[src/rtl/monitor_pkg.sv]
// Shared constants for the monitor tint pipeline: rendering modes and luma weights.
package monitor_pkg;

    // Rendering modes selectable through mode_req / reported on mode_active.
    typedef enum logic [1:0] {
        MODE_COLOUR = 2'd0,
        MODE_GREEN  = 2'd1,
        MODE_AMBER  = 2'd2,
        MODE_GREY   = 2'd3
    } mode_t;

    // Luma weights. They sum to 2^LUMA_SHIFT, so (WR*R + WG*G + WB*B) >> LUMA_SHIFT
    // never exceeds the channel maximum and needs no saturation.
    localparam int WR         = 5;
    localparam int WG         = 9;
    localparam int WB         = 2;
    localparam int LUMA_SHIFT = 4;

endpackage

[src/rtl/tint_luma.sv]
// Stage-1 weighted luma sum S = WR*R + WG*G + WB*B, registered.
module tint_luma
    import monitor_pkg::*;
#(
    parameter int CW = 3
) (
    input  logic          clk,
    input  logic          reset_n,
    input  logic [CW-1:0] r,
    input  logic [CW-1:0] g,
    input  logic [CW-1:0] b,
    output logic [CW+4:0] sum
);

    // Five extra bits hold 16*(2^CW-1) without overflow.
    localparam int SW = CW + 5;

    logic [SW-1:0] sum_c;

    // Weighted sum computed at full sum width.
    always_comb begin
        sum_c = SW'(WR) * SW'(r) + SW'(WG) * SW'(g) + SW'(WB) * SW'(b);
    end

    // Register the sum alongside the other stage-1 registers.
    always_ff @(posedge clk or negedge reset_n) begin
        if (!reset_n) begin
            sum <= '0;
        end else begin
            sum <= sum_c;
        end
    end

endmodule

[src/rtl/monitor_tint_pipe.sv]
// Two-stage RGB to monitor rendering pipeline (colour/green/amber/grey) with
// delayed syncs and frame-boundary mode switching.
module monitor_tint_pipe
    import monitor_pkg::*;
#(
    parameter int CW          = 3,
    parameter int SYNC_SWITCH = 1,
    parameter int MODE_RST    = 0
) (
    input  logic          clk,
    input  logic          reset_n,
    input  logic [CW-1:0] ri,
    input  logic [CW-1:0] gi,
    input  logic [CW-1:0] bi,
    input  logic          hsync_n_i,
    input  logic          vsync_n_i,
    input  logic [1:0]    mode_req,
    output logic [CW-1:0] ro,
    output logic [CW-1:0] go,
    output logic [CW-1:0] bo,
    output logic          hsync_n_o,
    output logic          vsync_n_o,
    output logic [1:0]    mode_active
);

    localparam logic [1:0] MODE_RST_V = 2'(MODE_RST);

    // Stage-1 registers
    logic [CW-1:0] r1, g1, b1;
    logic          hs1, vs1;
    logic [CW+4:0] s1;

    // Frame-boundary detection
    logic v_prev;

    // Stage-2 combinational mapping
    logic [CW-1:0] y;
    logic [CW+1:0] y3;
    logic [CW-1:0] ro_c, go_c, bo_c;

    tint_luma #(.CW(CW)) u_luma (
        .clk     (clk),
        .reset_n (reset_n),
        .r       (ri),
        .g       (gi),
        .b       (bi),
        .sum     (s1)
    );

    // Stage 1: raw colour and syncs travel alongside the luma sum.
    always_ff @(posedge clk or negedge reset_n) begin
        if (!reset_n) begin
            r1  <= '0;
            g1  <= '0;
            b1  <= '0;
            hs1 <= 1'b1;
            vs1 <= 1'b1;
        end else begin
            r1  <= ri;
            g1  <= gi;
            b1  <= bi;
            hs1 <= hsync_n_i;
            vs1 <= vsync_n_i;
        end
    end

    // Mode control: switch at the vsync falling edge, or every cycle when unsynchronised.
    always_ff @(posedge clk or negedge reset_n) begin
        if (!reset_n) begin
            v_prev      <= 1'b1;
            mode_active <= MODE_RST_V;
        end else begin
            v_prev <= vsync_n_i;
            if (SYNC_SWITCH != 0) begin
                if (v_prev && !vsync_n_i) begin
                    mode_active <= mode_req;
                end
            end else begin
                mode_active <= mode_req;
            end
        end
    end

    // Luma and per-mode tint mapping; the weight total makes Y fit CW bits.
    always_comb begin
        y    = CW'(s1 >> LUMA_SHIFT);
        y3   = (CW + 2)'(y) * (CW + 2)'(3);
        ro_c = r1;
        go_c = g1;
        bo_c = b1;
        case (mode_t'(mode_active))
            MODE_GREEN: begin
                ro_c = y >> 2;
                go_c = y;
                bo_c = y >> 3;
            end
            MODE_AMBER: begin
                ro_c = y;
                go_c = CW'(y3 >> 2);
                bo_c = '0;
            end
            MODE_GREY: begin
                ro_c = y;
                go_c = y;
                bo_c = y;
            end
            default: begin
                ro_c = r1;
                go_c = g1;
                bo_c = b1;
            end
        endcase
    end

    // Stage 2: registered outputs and delayed syncs.
    always_ff @(posedge clk or negedge reset_n) begin
        if (!reset_n) begin
            ro        <= '0;
            go        <= '0;
            bo        <= '0;
            hsync_n_o <= 1'b1;
            vsync_n_o <= 1'b1;
        end else begin
            ro        <= ro_c;
            go        <= go_c;
            bo        <= bo_c;
            hsync_n_o <= hs1;
            vsync_n_o <= vs1;
        end
    end

endmodule

[config.mk]
export PLATFORM = sky130hd
export DESIGN_NAME = monitor_tint_pipe
export DESIGN_NICKNAME = d
export VERILOG_FILES = /design/src/rtl/monitor_pkg.sv /design/src/rtl/tint_luma.sv /design/src/rtl/monitor_tint_pipe.sv
export SDC_FILE = /design/constraint.sdc
export NUM_CORES = 1
export LEC_CHECK = 0
export ABC_AREA = 1
export ABC_CLOCK_PERIOD_IN_PS = 1800
export BUFFER_PORTS_ARGS = -buffer_cell sky130_fd_sc_hd__buf_2
export CAP_MARGIN = 10
export CELL_PAD_IN_SITES_DETAIL_PLACEMENT = 0
export CELL_PAD_IN_SITES_GLOBAL_PLACEMENT = 2
export CORE_ASPECT_RATIO = 0.6
export CORE_UTILIZATION = 33
export CTS_CLUSTER_DIAMETER = 50
export DETAILED_ROUTE_END_ITERATION = 8
export PLACE_DENSITY_LB_ADDON = 0.15
export REMOVE_ABC_BUFFERS = 1
export SLEW_MARGIN = 20
export SYNTH_ARGS = -nofsm -noshare
export SYNTH_HDL_FRONTEND = slang
export SYNTH_SLANG_ARGS = --single-unit
[constraint.sdc]
create_clock -name clk -period 1.8 [get_ports clk]
set_input_delay 0.36 -clock clk [delete_from_list [all_inputs] [get_ports clk]]
set_output_delay 0.36 -clock clk [all_outputs]
set_load 0.01 [all_outputs]
==> results of run 1 <==
layer usage:
metal	global-route usage [%]	share of wire, %
met1	15.9	51
met2	22.5	43
met3	3.78	4.1
met4	5.17	1.7
met5	0	0
sequential cells by signal, indices dropped and copies added, names as in the netlist:
| name | cells |
|---|---|
| mode_active | 2 |
| go | 3 |
| ro | 3 |
| hsync_n_o | 1 |
| bo | 3 |
| g1 | 3 |
| b1 | 3 |
| hs1 | 1 |
| vsync_n_o | 1 |
| r1 | 3 |
| u_luma.sum | 3 |
| v_prev | 1 |
per-stage QoR:
stage                     TNS (ps)  setup WS [ps]  total power (uW)
after detailed placement     -3020          -1040              1340
after global placement       -2960          -1010              1340
after global routing         -2150           -748              1830
after floorplan              -2400           -823              1130
after CTS                    -1680           -583              1690
final                        -1760           -613              1670
worst max-delay path: stages:
cell and delay [ps]:
sky130_fd_sc_hd__buf_8 100, sky130_fd_sc_hd__ha_4 270, sky130_fd_sc_hd__ha_4 120, sky130_fd_sc_hd__inv_2 30, sky130_fd_sc_hd__fa_1 450, sky130_fd_sc_hd__fa_1 490, sky130_fd_sc_hd__inv_1 40, sky130_fd_sc_hd__ha_1 260
sky130_fd_sc_hd__inv_1 50, sky130_fd_sc_hd__nor2_1 30, sky130_fd_sc_hd__nand2_1 70, sky130_fd_sc_hd__nand2_2 80, sky130_fd_sc_hd__nand2_2 80, sky130_fd_sc_hd__nand2_1 50, sky130_fd_sc_hd__nand2_1 60, sky130_fd_sc_hd__nand2_1 40
synthesized netlist by cell type:
cell | n | share of area, %
sky130_fd_sc_hd__or2_2 | 1 | 0.48
sky130_fd_sc_hd__dfrtp_1 | 23 | 44
sky130_fd_sc_hd__o211ai_1 | 1 | 0.58
sky130_fd_sc_hd__inv_2 | 2 | 0.58
sky130_fd_sc_hd__dfstp_2 | 4 | 8.1
sky130_fd_sc_hd__o21ai_0 | 6 | 2.3
sky130_fd_sc_hd__ha_1 | 14 | 14
sky130_fd_sc_hd__nand2_1 | 29 | 8.4
sky130_fd_sc_hd__a21oi_1 | 6 | 2.3
sky130_fd_sc_hd__a22oi_1 | 1 | 0.58
sky130_fd_sc_hd__nor2_1 | 5 | 1.4
sky130_fd_sc_hd__inv_1 | 27 | 7.8
sky130_fd_sc_hd__xor2_1 | 1 | 0.68
sky130_fd_sc_hd__fa_1 | 5 | 7.7
sky130_fd_sc_hd__nand3_1 | 3 | 1.2
layout make-up:
type / instances / area share [%]
Clock inverter: 1 / 0.302
Multi-Input combinational cell: 72 / 33.0
Tap cell: 47 / 3.55
Inverter: 29 / 6.58
Sequential cell: 27 / 41.1
Timing Repair Buffer: 35 / 13.0
Clock buffer: 3 / 2.49
worst min path at each step:
stage,endpoint,slack [ps],from,depth (start not counted)
2_1_floorplan,b1[0],60,reset_n,0
3_3_place_gp,hsync_n_o,350,hs1,0
3_5_place_dp,hsync_n_o,360,hs1,0
4_1_cts,bo[2],80,reset_n,1
5_1_grt,b1[0],110,reset_n,1
6_report,bo[2],70,reset_n,1
timing repair:
action	CTS	global route
setup buffers	0	1
hold endpoints to repair	0	0
pin swaps	6	3
gates resized for setup	11	2
hold buffers	0	0
setup endpoints to repair	3	3
cells by family after synthesis:
kind of cell,count (synthesis),synth area share [%]
simple gates,38,11.5
buf+inv,29,8.39
flops,27,52.5
fa+ha+maj,19,21.2
compound gates,14,5.79
xor+xnor,1,0.675
power groups by stage:
stage                     sequential [uW]  combinational, uW  clock [uW]
after CTS                             796                558         337
after detailed placement              809                533           0
after global placement                805                531           0
after global routing                  813                652         367
after floorplan                       843                288           0
final                                 794                559         322
==> out/metrics.json, run 1 <==
{
  "slew-limit-headroom_pct": 63.0,
  "synth-warning-count": 0,
  "portBuffers": 27,
  "multiInputGateArea_um2": 546,
  "regToRegEndpoint": "go[1]",
  "p_per_area_mw_per_mm2": 1010,
  "critPathLaunchType": "input port",
  "rsz_0062_raised_after_global_routing": "true",
  "achievable-frequency_ghz": 0.414,
  "most-common-layout-cells": "sky130_fd_sc_hd__inv_1 (26), sky130_fd_sc_hd__nand2_1 (26), sky130_fd_sc_hd__buf_2 (25)",
  "num_rows": 17,
  "max-cap-violations": 0,
  "cts_tree": "built",
  "power_report.internal_total_uw": 1130,
  "cts_inserted_buffers": 3,
  "finalHoldWorstSlack_ps": 71.6,
  "dr.first_iter.drc_count": 17,
  "failing_checks": "setup timing",
  "postPlaceCellArea_mm2": 0.00154,
  "clk_sink_count": 27,
  "minimum_setup_slack_in_the_final_design_ps": -613,
  "antenna_cells_inserted": 0,
  "power.leakage_uw": 0.000916,
  "synth_seq_area_share_pct": 52.5,
  "drt_pass1_iterations": 4,
  "floorplan.io_pins": 28,
  "yosys_register_bits": 27,
  "start_util_pct": 34.9,
  "drive_gt1_share_pct": 31.7,
  "final_min_period_over_clock_period_pct": 134,
  "final_net_count": 202,
  "coreArea_mm2": 0.00372,
  "end_kind": "flip-flop",
  "drv_slew": 0,
  "final.min_clock_period_ps": 2410,
  "critical_path.max_fanout": 3,
  "vias_per_cell": 4.04,
  "seqCellArea_um2": 681,
  "synth_cell_type_count": 15,
  "worst_ep_required_time_ps": 1960,
  "first_global_vias": 917,
  "timing_worst_slew_pin_value_ps": 555,
  "power_frac_clock_pct": 19.2,
  "antenna_left": 0,
  "htreeDepth": 1,
  "layout.cell_area.non_filler_mm2": 0.00166,
  "net-switching-power_uw": 547,
  "detailed_place_hpwl_um": 1880,
  "clockRootBuffer": "sky130_fd_sc_hd__clkbuf_8",
  "place.detailed.instances": 209,
  "globalRoute.totalOverflow": 0,
  "setup.reg_to_reg.worst_slack_ps": 270,
  "grt_usage_pct": 13.2,
  "sequentialPowerShare_pct": 47.4,
  "die_width_um": 83.0,
  "clk_pin_slew_worst_paths_ps": 80,
  "grt_first_pass_wirelength_um": 4170,
  "data_arrival_at_the_endpoint_of_the_critical_path_ps": 2580,
  "setup_viol": 3,
  "outcome": "complete, but fails checks",
  "finalWeightedCongestion": 0.773,
  "remaining_drc_errors": 0,
  "via_count": 865,
  "max-clock-path-buffers": 2,
  "synth_cells": 128,
  "power.share.switching_pct": 32.7,
  "timing.hold.worst.class": "in2async",
  "fin_skew_ps": 2.30,
  "die_h_um": 50.6,
  "crit_type": "in2reg",
  "final-instance-count-excl-fill": 214,
  "avgSynthCellArea_um2": 10.1,
  "synthesis.area_mm2": 0.00130,
  "crit_path_start": "ri[2]",
  "combPwrFrac_pct": 33.4,
  "critical_path.endpoint": "u_luma.sum[5]",
  "worst_r2r_path_cells": 6,
  "worst_r2r_start": "u_luma.sum[5]",
  "antenna_found_initial": 0,
  "area_growth_pct": 27.6,
  "final_util_pct": 44.5,
  "wl_per_cell_um": 10.9,
  "dieArea_mm2": 0.00419,
  "grt_start_max_net_pins": 28,
  "power.ir.vdd_worst_mv": 0.628,
  "final.fill_count": 351,
  "drt_wl_total_um": 2340,
  "clkLatencyLatePin_ps": 270,
  "endpoints_failing_hold": 0
}
(Power assumes the default switching activity.)
==> inputs of run 2 (changes only) <==
TNS_END_PERCENT = 10   (was not set)
==> run 2 against run 1 <==
Die area is the same. Clock skew shrank 1.2 ps. Core utilization shrank 1.1 points. Non-clock buffer count shrank 1. Clock power is essentially flat. The flow still finishes with violations (setup timing). Combinational power shrank 4.1%. Clock-buffer cell count is the same. Register-to-register slack is essentially flat. Hold slack gained 0.94 ps. Critical path depth is the same.
==> out/metrics.json, run 2 (synthesis results as in run 1) <==
{
  "outcome": {"value": "complete, but fails checks", "change": "unchanged"},
  "failing_checks": {"value": "setup timing", "change": "unchanged"},
  "area_growth": {"value": 24.3, "unit": "%", "change": "was 27.6%"},
  "antenna_found_initial": {"value": 0, "change": "unchanged"},
  "wl_per_cell": {"value": 10.5, "unit": "um", "change": "was 10.9 um"},
  "first_global_vias": {"value": 929, "change": "was 917"},
  "postPlaceCellArea": {"value": 0.00154, "unit": "mm^2", "change": "unchanged"},
  "max-clock-path-buffers": {"value": 2, "change": "unchanged"},
  "num_rows": {"value": 17, "change": "unchanged"},
  "critPathLaunchType": {"value": "input port", "change": "unchanged"},
  "grt_usage": {"value": 12.8, "unit": "%", "change": "was 13.2%"},
  "htreeDepth": {"value": 1, "change": "unchanged"},
  "drive_gt1_share": {"value": 29.5, "unit": "%", "change": "was 31.7%"},
  "die_h": {"value": 50.6, "unit": "um", "change": "unchanged"},
  "cts_inserted_buffers": {"value": 3, "change": "unchanged"},
  "data_arrival_at_the_endpoint_of_the_critical_path": {"value": 2580, "unit": "ps", "change": "about the same"},
  "grt_start_max_net_pins": {"value": 28, "change": "unchanged"},
  "layout.cell_area.non_filler": {"value": 0.00161, "unit": "mm^2", "change": "was 0.00166 mm^2"},
  "detailed_place_hpwl": {"value": 1880, "unit": "um", "change": "unchanged"},
  "layout_commonest_cell": "sky130_fd_sc_hd__inv_1",
  "die_width": {"value": 83.0, "unit": "um", "change": "unchanged"},
  "crit_type": {"value": "in2reg", "change": "unchanged"},
  "clk_sink_count": {"value": 27, "change": "unchanged"},
  "final_net_count": {"value": 201, "change": "was 202"},
  "clkLatencyLatePin": {"value": 260, "unit": "ps", "change": "was 270 ps"},
  "vias_per_cell": {"value": 4.02, "change": "was 4.04"},
  "cts_tree": {"value": "built", "change": "unchanged"},
  "most-common-layout-cells": {"value": "sky130_fd_sc_hd__inv_1 (27), sky130_fd_sc_hd__nand2_1 (26), sky130_fd_sc_hd__buf_2 (26)", "change": "was sky130_fd_sc_hd__inv_1 (26), sky130_fd_sc_hd__nand2_1 (26), sky130_fd_sc_hd__buf_2 (25)"},
  "cts_hold_buf": {"value": 0, "change": "unchanged"},
  "timing_worst_slew_pin_value": {"value": 554, "unit": "ps", "change": "was 555 ps"},
  "place.detailed.instances": {"value": 209, "change": "unchanged"},
  "busiest_layer": {"value": "met2", "change": "unchanged"},
  "clockRootBuffer": {"value": "sky130_fd_sc_hd__clkbuf_8", "change": "unchanged"},
  "timing.hold.worst.class": {"value": "in2async", "change": "unchanged"},
  "critical_path.max_fanout": {"value": 3, "change": "unchanged"},
  "slew-limit-headroom": {"value": 63.1, "unit": "%", "change": "was 63.0%"},
  "max-cap-violations": {"value": 0, "change": "unchanged"},
  "start_util": {"value": 34.9, "unit": "%", "change": "unchanged"},
  "cts_post_setup_buffers_inserted": {"value": 0, "change": "unchanged"},
  "grt_first_pass_wirelength": {"value": 4080, "unit": "um", "change": "was 4170 um"},
  "drt_wl_total": {"value": 2230, "unit": "um", "change": "was 2340 um"},
  "finalWeightedCongestion": {"value": 0.773, "change": "unchanged"},
  "grt_use_met1": {"value": 15.6, "unit": "%", "change": "was 15.9%"},
  "rsz_0062_raised_after_global_routing": {"value": "true", "change": "unchanged"},
  "final_util": {"value": 43.3, "unit": "%", "change": "was 44.5%"},
  "portBuffers": {"value": 27, "change": "unchanged"},
  "final.min_clock_period": {"value": 2420, "unit": "ps", "change": "was 2410 ps"},
  "via_count": {"value": 856, "change": "was 865"},
  "antenna_left": {"value": 0, "change": "unchanged"},
  "final_min_period_over_clock_period": {"value": 134, "unit": "%", "change": "about the same"},
  "coreArea": {"value": 0.00372, "unit": "mm^2", "change": "unchanged"},
  "final-instance-count-excl-fill": {"value": 213, "change": "was 214"},
  "dp_worst_setup_slack": {"value": -1040, "unit": "ps", "change": "unchanged"},
  "globalRoute.totalOverflow": {"value": 0, "change": "unchanged"},
  "remaining_drc_errors": {"value": 0, "change": "unchanged"},
  "floorplan.io_pins": {"value": 28, "change": "unchanged"},
  "dr.first_iter.drc_count": {"value": 13, "change": "was 17"},
  "p_per_area": {"value": 1020, "unit": "mW/mm^2", "change": "was 1010 mW/mm^2"},
  "antenna_cells_inserted": {"value": 0, "change": "unchanged"},
  "setup_viol": {"value": 3, "change": "unchanged"},
  "drv_slew": {"value": 0, "change": "unchanged"},
  "power.ir.vdd_worst": {"value": 0.623, "unit": "mV", "change": "was 0.628 mV"},
  "grtUsageMet2": {"value": 21.4, "unit": "%", "change": "was 22.5%"},
  "globalRouteMet3Util": {"value": 3.78, "unit": "%", "change": "unchanged"},
  "achievable-frequency": {"value": 0.414, "unit": "GHz", "change": "about the same"},
  "end_kind": {"value": "flip-flop", "change": "unchanged"},
  "fin_skew": {"value": 1.08, "unit": "ps", "change": "was 2.30 ps"},
  "drt_pass1_iterations": {"value": 4, "change": "unchanged"},
  "power.leakage": {"value": 0.000902, "unit": "uW", "change": "was 0.000916 uW"},
  "worst_ep_required_time": {"value": 1960, "unit": "ps", "change": "about the same"},
  "dieArea": {"value": 0.00419, "unit": "mm^2", "change": "unchanged"},
  "minimum_setup_slack_in_the_final_design": {"value": -616, "unit": "ps", "change": "was -613 ps"},
  "clk_pin_slew_worst_paths": {"value": 80, "unit": "ps", "change": "about the same"},
  "endpoints_failing_hold": {"value": 0, "change": "unchanged"}
}
[run 2: area by class of cell]
cell class	count	area (um^2)
multi-input cells	72	528
well taps	47	58.8
clock inverters	1	5.00
repair buffers	34	190
fillers	358	2110
flip-flops and latches	27	681
inverters	29	109
clock buffers	3	41.3
[run 2: critical path: stages]
cell and delay [ps]:
sky130_fd_sc_hd__buf_4 120, sky130_fd_sc_hd__ha_4 220, sky130_fd_sc_hd__ha_1 170, sky130_fd_sc_hd__inv_1 60
sky130_fd_sc_hd__fa_1 420, sky130_fd_sc_hd__fa_1 480, sky130_fd_sc_hd__inv_1 40, sky130_fd_sc_hd__ha_1 250
sky130_fd_sc_hd__inv_1 50, sky130_fd_sc_hd__nor2_1 30, sky130_fd_sc_hd__nand2_1 70, sky130_fd_sc_hd__nand2_2 80
sky130_fd_sc_hd__nand2_2 70, sky130_fd_sc_hd__nand2_1 40, sky130_fd_sc_hd__nand2_1 60, sky130_fd_sc_hd__nand2_1 50
[run 2: path summary, 6_finish.rpt]
kind,start,endpoint,slack (ps),cells past startpoint
setup / recovery,ri[0],u_luma.sum[6],-620,16
hold / removal,reset_n,bo[2],70,1
setup reg to reg,u_luma.sum[5],go[1],270,6
hold reg to reg,hs1,hsync_n_o,360,0
max in group asynchronous,reset_n,v_prev,1360,1
min in group clk,hsync_n_i,hs1,190,1
[run 2: report_power, final]
part | leakage (uW) | switching, uW | internal (uW) | total [uW]
sequential | 0.000318 | 66.1 | 728 | 794
clock | 0.0000255 | 165 | 155 | 320
combinational | 0.000559 | 304 | 232 | 536
total | 0.000902 | 536 | 1110 | 1650
[run 2: per-layer routing]
metal	routed length, um	vias to the layer above
li1	-	464
met1	1150	365
met2	942	23
met3	99	4
met4	39	0
met5	0	-
[run 2: stage by stage]
stage          power (uW)  hold slack [ps]  setup TNS, ps
2_1_floorplan        1130             64.4          -2400
3_3_place_gp         1340              349          -2960
3_5_place_dp         1340              357          -3020
4_1_cts              1680             82.1          -1820
5_1_grt              1810              105          -2310
6_report             1650             72.5          -1780
[run 2: what timing repair did]
action / in CTS / in global routing
pin swaps: 4 / 1
endpoints found under the setup margin: 3 / 3
resized for setup: 5 / 0
